**src/rtl/checked_stack_pkg.sv**
```systemverilog
// Shared constants and request decoding for the checked stack.
// The opcode folds the three request lines into one value with clr taking priority.
package checked_stack_pkg;

  localparam int DEFAULT_WIDTH     = 16;
  localparam int DEFAULT_DEPTHLOG2 = 3;

  typedef enum logic [2:0] {
    NOP,
    PUSH,
    POP,
    REPL,
    CLR
  } op_e;

  // push and pop together mean "replace top"; clr overrides everything.
  function automatic op_e decode_op(input logic clr_i, input logic push_i, input logic pop_i);
    op_e op;
    op = NOP;
    if (clr_i) begin
      op = CLR;
    end else if (push_i && pop_i) begin
      op = REPL;
    end else if (push_i) begin
      op = PUSH;
    end else if (pop_i) begin
      op = POP;
    end
    return op;
  endfunction

endpackage

```
**src/rtl/stack_ram.sv**
```systemverilog
// Stack storage: one synchronous write port, two asynchronous read ports.
// Contents are deliberately not reset.
module stack_ram #(
  parameter int WIDTH = 16,
  parameter int AW    = 3
) (
  input  logic             clk,
  input  logic             we,
  input  logic [AW-1:0]    waddr,
  input  logic [WIDTH-1:0] wdata,
  input  logic [AW-1:0]    raddr_a,
  output logic [WIDTH-1:0] rdata_a,
  input  logic [AW-1:0]    raddr_b,
  output logic [WIDTH-1:0] rdata_b
);

  logic [WIDTH-1:0] mem [2**AW];

  always_ff @(posedge clk) begin
    if (we) begin
      mem[waddr] <= wdata;
    end
  end

  assign rdata_a = mem[raddr_a];
  assign rdata_b = mem[raddr_b];

endmodule

```
**src/rtl/checked_stack.sv**
```systemverilog
// Stack with registered top/next-on-stack, occupancy count and sticky error flags.
// WRAP=1 behaves as a circular J1-style stack; WRAP=0 refuses overflow/underflow.
module checked_stack
  import checked_stack_pkg::*;
#(
  parameter int WIDTH     = DEFAULT_WIDTH,
  parameter int DEPTHLOG2 = DEFAULT_DEPTHLOG2,
  parameter int WRAP      = 1
) (
  input  logic                 clk,
  input  logic                 resetq,
  input  logic [WIDTH-1:0]     in,
  input  logic                 push,
  input  logic                 pop,
  input  logic                 clr,
  input  logic                 err_clr,
  output logic [WIDTH-1:0]     tos,
  output logic [WIDTH-1:0]     nos,
  output logic [DEPTHLOG2:0]   count,
  output logic                 empty,
  output logic                 full,
  output logic                 ovf,
  output logic                 unf
);

  localparam int DEPTH = 2**DEPTHLOG2;
  localparam logic [DEPTHLOG2:0]   CNT_ZERO  = '0;
  localparam logic [DEPTHLOG2:0]   CNT_ONE   = (DEPTHLOG2+1)'(1);
  localparam logic [DEPTHLOG2:0]   CNT_THREE = (DEPTHLOG2+1)'(3);
  localparam logic [DEPTHLOG2:0]   CNT_FULL  = (DEPTHLOG2+1)'(DEPTH);
  localparam logic [DEPTHLOG2-1:0] PTR_ONE   = DEPTHLOG2'(1);
  localparam logic [DEPTHLOG2-1:0] PTR_TWO   = DEPTHLOG2'(2);
  localparam logic [DEPTHLOG2-1:0] PTR_THREE = DEPTHLOG2'(3);

  // ptr_q is the next free slot; the top entry lives at ptr_q-1.
  logic [DEPTHLOG2-1:0] ptr_q, ptr_d;
  logic [DEPTHLOG2:0]   count_q, count_d;
  logic [WIDTH-1:0]     tos_q, tos_d;
  logic [WIDTH-1:0]     nos_q, nos_d;
  logic                 empty_q, empty_d;
  logic                 full_q, full_d;
  logic                 ovf_q, ovf_d;
  logic                 unf_q, unf_d;
  logic                 run_q;

  logic                 ovf_set;
  logic                 unf_set;
  logic                 ram_we;
  logic [DEPTHLOG2-1:0] ram_waddr;
  logic [WIDTH-1:0]     rd_a;
  logic [WIDTH-1:0]     rd_b;
  logic                 err_clr_g;
  op_e                  op;

  // run_q stays low through the edge on which reset releases, so a request
  // coinciding with that edge can never take effect.
  assign op        = run_q ? decode_op(clr, push, pop) : NOP;
  assign err_clr_g = run_q & err_clr;

  stack_ram #(
    .WIDTH (WIDTH),
    .AW    (DEPTHLOG2)
  ) u_ram (
    .clk     (clk),
    .we      (ram_we),
    .waddr   (ram_waddr),
    .wdata   (in),
    .raddr_a (ptr_q - PTR_TWO),
    .rdata_a (rd_a),
    .raddr_b (ptr_q - PTR_THREE),
    .rdata_b (rd_b)
  );

  always_comb begin
    ptr_d     = ptr_q;
    count_d   = count_q;
    tos_d     = tos_q;
    nos_d     = nos_q;
    ovf_set   = 1'b0;
    unf_set   = 1'b0;
    ram_we    = 1'b0;
    ram_waddr = ptr_q;

    case (op)
      CLR: begin
        ptr_d   = '0;
        count_d = CNT_ZERO;
        tos_d   = '0;
        nos_d   = '0;
      end

      PUSH: begin
        if (!full_q) begin
          ram_we  = 1'b1;
          ptr_d   = ptr_q + PTR_ONE;
          count_d = count_q + CNT_ONE;
          tos_d   = in;
          nos_d   = tos_q;
        end else begin
          ovf_set = 1'b1;
          // Circular mode: the slot at ptr_q is the oldest entry, overwrite it.
          if (WRAP != 0) begin
            ram_we = 1'b1;
            ptr_d  = ptr_q + PTR_ONE;
            tos_d  = in;
            nos_d  = tos_q;
          end
        end
      end

      POP: begin
        if (!empty_q) begin
          ptr_d   = ptr_q - PTR_ONE;
          count_d = count_q - CNT_ONE;
          tos_d   = nos_q;
          if ((WRAP != 0) || (count_q >= CNT_THREE)) begin
            nos_d = rd_b;
          end else begin
            nos_d = '0;
          end
        end else begin
          unf_set = 1'b1;
          if (WRAP != 0) begin
            ptr_d = ptr_q - PTR_ONE;
            tos_d = rd_a;
            nos_d = rd_b;
          end
        end
      end

      REPL: begin
        unf_set = empty_q;
        if (!empty_q || (WRAP != 0)) begin
          ram_we    = 1'b1;
          ram_waddr = ptr_q - PTR_ONE;
          tos_d     = in;
        end
      end

      default: begin
      end
    endcase

    // A fresh error beats a simultaneous clear request.
    ovf_d   = ovf_set | (ovf_q & ~err_clr_g);
    unf_d   = unf_set | (unf_q & ~err_clr_g);
    empty_d = (count_d == CNT_ZERO);
    full_d  = (count_d == CNT_FULL);
  end

  always_ff @(posedge clk or negedge resetq) begin
    if (!resetq) begin
      run_q   <= 1'b0;
      ptr_q   <= '0;
      count_q <= CNT_ZERO;
      tos_q   <= '0;
      nos_q   <= '0;
      empty_q <= 1'b1;
      full_q  <= 1'b0;
      ovf_q   <= 1'b0;
      unf_q   <= 1'b0;
    end else begin
      run_q   <= 1'b1;
      ptr_q   <= ptr_d;
      count_q <= count_d;
      tos_q   <= tos_d;
      nos_q   <= nos_d;
      empty_q <= empty_d;
      full_q  <= full_d;
      ovf_q   <= ovf_d;
      unf_q   <= unf_d;
    end
  end

  assign tos   = tos_q;
  assign nos   = nos_q;
  assign count = count_q;
  assign empty = empty_q;
  assign full  = full_q;
  assign ovf   = ovf_q;
  assign unf   = unf_q;

endmodule

```
**config.mk**
```make
export PLATFORM = sky130hd
export DESIGN_NAME = checked_stack
export DESIGN_NICKNAME = d
export VERILOG_FILES = /design/src/rtl/checked_stack_pkg.sv /design/src/rtl/stack_ram.sv /design/src/rtl/checked_stack.sv
export SDC_FILE = /design/constraint.sdc
export NUM_CORES = 1
export LEC_CHECK = 0
export ABC_AREA = 1
export BUFFER_PORTS_ARGS = -buffer_cell sky130_fd_sc_hd__buf_2
export CORE_MARGIN = 4
export CORE_UTILIZATION = 45
export CTS_CLUSTER_DIAMETER = 40
export DETAILED_ROUTE_END_ITERATION = 7
export GPL_TIMING_DRIVEN = 1
export SYNTH_ARGS = -nofsm -noshare
export SYNTH_HDL_FRONTEND = slang
export SYNTH_HIERARCHICAL = 1
export SYNTH_SLANG_ARGS = --single-unit
```
**constraint.sdc**
```tcl
create_clock -name clk -period 2.25 [get_ports clk]
set_input_delay 0.3375 -clock clk [delete_from_list [all_inputs] [get_ports clk]]
set_output_delay 0.3375 -clock clk [all_outputs]
set_load 0.01 [all_outputs]
```
After elaboration in Yosys (flattened, before gate mapping)
Memories as Yosys holds them, arrays and structs flattened.
Index checks and enable logic that the tools add are counted.
{ "classes": {"muxes": 20, "eq_ne": 5, "n_bitwise": 6, "n_addsub": 6, "n_shift": 0, "n_div": 0, "n_reduce_logical": 5, "mul": 0, "n_lt_le_gt_ge": 0} }
{ "op_table": {"columns": ["operator", "count"], "rows": [
  ["16-bit one-hot mux with 3 select lines", 2],
  ["16-bit two-way mux", 1],
  ["4-bit one-hot mux with 3 select lines", 1],
  ["3-bit two-way mux", 3],
  ["3-bit one-hot mux with 3 select lines", 1],
  ["4-bit two-way mux", 2],
  ["3-bit by 2-bit == test with 1-bit output (second input constant)", 2],
  ["1-bit two-way mux", 6],
  ["2-bit two-way mux", 3],
  ["3-bit nonzero test", 2],
  ["3-bit by 2-bit subtractor with 3-bit output (second input constant)", 2],
  ["4-bit by 1-bit adder with 4-bit output (second input constant)", 1],
  ["4-bit == test (second input constant)", 1],
  ["4-bit zero test", 1],
  ["4-bit by 1-bit subtractor with 4-bit output (second input constant)", 1],
  ["3-bit by 1-bit adder with 3-bit output (second input constant)", 1],
  ["1-bit AND", 3],
  ["3-bit by 1-bit == test with 1-bit output (second input constant)", 1],
  ["3-bit == test (second input constant)", 1],
  ["3-bit by 1-bit subtractor with 3-bit output (second input constant)", 1],
  ["1-bit OR", 2],
  ["1-bit one-hot mux with 2 select lines", 1],
  ["2-bit OR reduction", 1],
  ["1-bit logical AND", 1],
  ["1-bit inverter", 1]
]} }
{ "word_totals": {"word_cells": 52, "input_bits": 22, "output_inout_bits": 40, "memories": 1, "romBits": 0, "ff_bits": 44, "latch_bits": 0, "ram_bits": 128} }
{ "mem_list": {"columns": ["memory", "words", "width", "read_ports", "rd_clocked_by_memory_dff", "wr", "line", "rtl"], "rows": [
  ["u_ram.mem", 8, 16, 2, 0, 1, "stack_ram.sv:17", "logic [WIDTH-1:0] mem [2**AW];"]
]} }

Logic depth before layout (Yosys ltp)
{ "logic_depth": {"depth_word": 10, "mapped_depth": 11, "mapped_depth_nobuf": 9} }

Hierarchy
The synthesis kept the hierarchy.
{ "by_module_without_submodules": {"columns": ["mod", "area_per_inst_um2", "n_inst", "seq_area_each_um2", "cells_each"], "rows": [
  ["stack_ram", 6956.7, 1, 3843.7, 869],
  ["checked_stack", 2333.5, 1, 1102.3, 302]
]} }

Least setup slack after synthesis
OpenSTA, ideal clock, no wires.
{ "synth_path": {"path_type": "register to register", "startpoint": "register ptr_q[0]", "endpoint": "memory u_ram.mem[7][0], enable pin", "arrival_ps": 1925, "setup_time_ps": 388, "synth_period_minus_slack_ps": 2313, "path_buffers": 0, "t_required_ps": 1862, "setup_slack_ps": -63, "stages_incl_launch_ff": 6, "path_cell_list": "dfrtp_1 inv_1 ha_1 o21ai_0 nand2_1 nor2_1"} }
{ "synth_between": {"elab_chain_cells": 2} }
{ "synth_rtl": {"columns": ["item", "line", "rtl"], "rows": [
  ["start: declaration", "checked_stack.sv:36", "logic [DEPTHLOG2-1:0] ptr_q, ptr_d;"],
  ["start signal: assignment", "checked_stack.sv:164", "ptr_q <= ptr_d;"],
  ["3-bit by 1-bit subtractor with 3-bit output", "checked_stack.sv:135", "ram_waddr = ptr_q - PTR_ONE;"],
  ["3-bit two-way mux", "checked_stack.sv:84", "case (op)"],
  ["via ram_waddr[1]", "checked_stack.sv:49", "logic [DEPTHLOG2-1:0] ram_waddr;"],
  ["end: declaration", "stack_ram.sv:17", null]
]} }
The timed path passes the listed nets, and every way through them passes these cells.

Worst setup path in the final report
{ "layout_path": {"startpoint": "register ptr_q[0]", "endpoint": "memory u_ram.mem[0][13], enable pin"} }
The elaborated chain is that of the path after synthesis.

==> results.txt <==
status: completed
die area: 0.02301 mm2
CP Max Fanout: 16
max cap viols: 0
routed via count: 7947
reg2reg path depth: 8
Clock Latency Late Sink: 430 ps
Tcrit/Tclk final: 95.38%
number of global-route vias before repair: 7536
Largest stage delay, worst path: 520 ps
register area share after synthesis: 53.24%
Slew Limit Fails: 0
Num CTS Buffers: 17
drt drc: 0
area leader, netlist: edfxtp_1
via/cell ratio: 5.201
asr flop ratio synth: 25.58%
Netlist cell types: 27
final-report hold violation count: 0
first-pass GRT wire length: 42910 um
cell area after synthesis: 0.009290 mm2
core area: 0.02030 mm2
Mapped Avg Cell Area: 7.934 um2
# diodes: 0
Synth-to-Final Area Change: 15.72%
Static Leak: 0.005247 uW
slowest CP cell: nor2_4
Req. time, crit path: 2320 ps
Overflow after GRT: 0
gpl congestion: 0.8998
Setup Crit Path Kind: flip-flop to flip-flop
FF+latch count, synth: 172
drt first pass iters: 7
post-route setup TNS: 0 ps
Starting Density: 45.77%
Die Span Y: 151.7 um
I/O Buffers: 61
final wirelength: 27670 um
I/O pins: 62
Critical Path Source Type: flip-flop
P per Cell Area: 915.0 mW/mm2
Post-synth EDFFs: 128
num rows: 52
clock sinks: 172
post-synth top area share: 41.37%
ANT nets after route: 0
Clock Tree Root: clkbuf_16
Worst Hold Depth: 4
most common cell in the netlist: nand2_1
fin crit period: 2146 ps
most common library cells after synthesis: 532 x nand2_1, 151 x nand3_1, 149 x inv_1
largest net degree at the start of global routing: 68
Detailed Place HPWL: 17020 um
CP arrival: 2210 ps
Setup Buffers After CTS: 0
CP Cell Sequence: inv_2 -> ha_1 -> xnor2_1 -> o21ai_0 -> buf_4 -> inv_1 -> nand2_1 -> nor2_4
H-Tree Level Count: 4
antenna violations before repair: 0
top post-synthesis cells by area: edfxtp_1 41%, nand2_1 21%, dfrtp_1 12%
clk_skew: 7.554 ps
Final Util: 52.96%
share of cells above drive strength 1: 13.35%
TritonCTS clock tree: done
DRT iter0 DRCs: 881
Layout Nets: 1271
CTS clk-pin slew, worst paths: 70 ps
min-delay worst type: input port to flip-flop
Worst Setup End Kind: flip-flop
Worst Tran Pin Value: 645.6 ps
maximum clock path buffer count: 2
Avg WL per Cell: 18.11 um
fillers: 1927
die width: 151.7 um
unrepaired setup endpoints after global routing: no
VDD IR max: 434.8 uV
total track usage: 24.76%
Max Freq: 465.9 MHz
Top FF cell, synth: edfxtp_1
Synth Net Count: 1197
Setup Viol. Count Final: 0
Worst slew margin: 56.86%
YS warnings: 6
Syn Inst Count: 1171
## placed cells by master (no fill, tap or decap), drive strengths merged
cell / n
o21ai: 10
edfxtp: 128
buf: 114
dfstp: 1
clkinvlp: 2
nand2: 532
nor2: 56
dfrtp: 43
bufinv: 3
inv: 158
nand4: 3
a21oi: 1
xor2: 1
dlygate4sd3: 1
conb: 1
clkbuf: 18
o311ai: 16
xnor2: 4
clkinv: 5
o221ai: 2
ha: 4
nand3: 155
## cell families (layout without fill, tap and decap cells)
kind of cell    count (synthesis)  after routing  share of synthesized area [%]
compound gates                 29             29                          2.289
xor+xnor                        5              5                         0.4714
fa+ha+maj                       4              4                         0.5387
buf+inv                       214            301                          10.75
flops                         172            172                          53.24
other cells                     1              1                        0.04037
simple gates                  746            746                          32.67
## where the power goes
group	internal, uW	switching (uW)	leakage (uW)
logic	982	1970	0.00321
registers	3600	179	0.00174
clock network	1800	1310	0.000300
total	6380	3450	0.00525
## stage by stage
| stage | power, uW | hold slack [ps] | instances | setup WS (ps) | cell area, um2 |
|---|---|---|---|---|---|
| after floorplan | 5719 | 41.91 | 1171 | -63.28 | 9290 |
| after global placement | 6706 | 312.5 | 1495 | -206.4 | 10090 |
| after detailed placement | 6712 | 308.5 | 1495 | -215.0 | 10090 |
| after CTS | 9837 | 192.1 | 1528 | 24.46 | 10730 |
| after global routing | 10360 | 221.8 | 1528 | 7.345 | 10750 |
| final | 9836 | 195.8 | 1528 | 103.8 | 10750 |
## routing by layer
metal / track usage, % / share of wire (%)
met2: 38.62 / 44
met3: 4.729 / 10
met1: 34.22 / 42
met5: 0 / 0
met4: 9.883 / 3.3
## layout make-up
type / count / area, um2 / share of cell area, %
Clock buffer: 18 / 439.2 / 4.085
Clock inverter: 14 / 182.7 / 1.699
Inverter: 154 / 578.1 / 5.377
Multi-Input combinational cell: 785 / 3378 / 31.42
Sequential cell: 172 / 4947 / 46.02
Tap cell: 270 / 337.8 / 3.142
Timing Repair Buffer: 115 / 887.1 / 8.252
## state kept, by name (all words and copies together), names as in the netlist
signal     cells
tos           16
u_ram/mem    128
ovf            1
ptr_q          3
unf            1
count          4
full           1
nos           16
run_q          1
empty          1
## critical path: cells and delay by family, from the launching register on
kind	cells	cell delay, ps
adders and majority gates	1	200
AOI/OAI and AO/OA	1	140
and+or+nand+nor	2	620
DFF	1	390
xor gates and xnor gates	1	170
buffers and inverters	3	270
## what timing repair did
action / 4_1_cts / 5_1_grt
endpoints found under the hold margin: 16 / 0
hold buffers: 1 / 0
gates resized for setup: 3 / 6
setup endpoints to repair: 27 / 26
## final timing paths
check	from	endpoint	slack, ps
worst max-delay path	ptr_q[0]	u_ram/mem[0][13]	100
worst min register to register	ovf	ovf	490
min in group asynchronous	resetq	nos[9]	380
worst max register to register	ptr_q[0]	u_ram/mem[0][13]	100
worst min-delay path	err_clr	ovf	200
max in group asynchronous	resetq	empty	1280
Note: power is estimated with default switching activity, not from simulation.
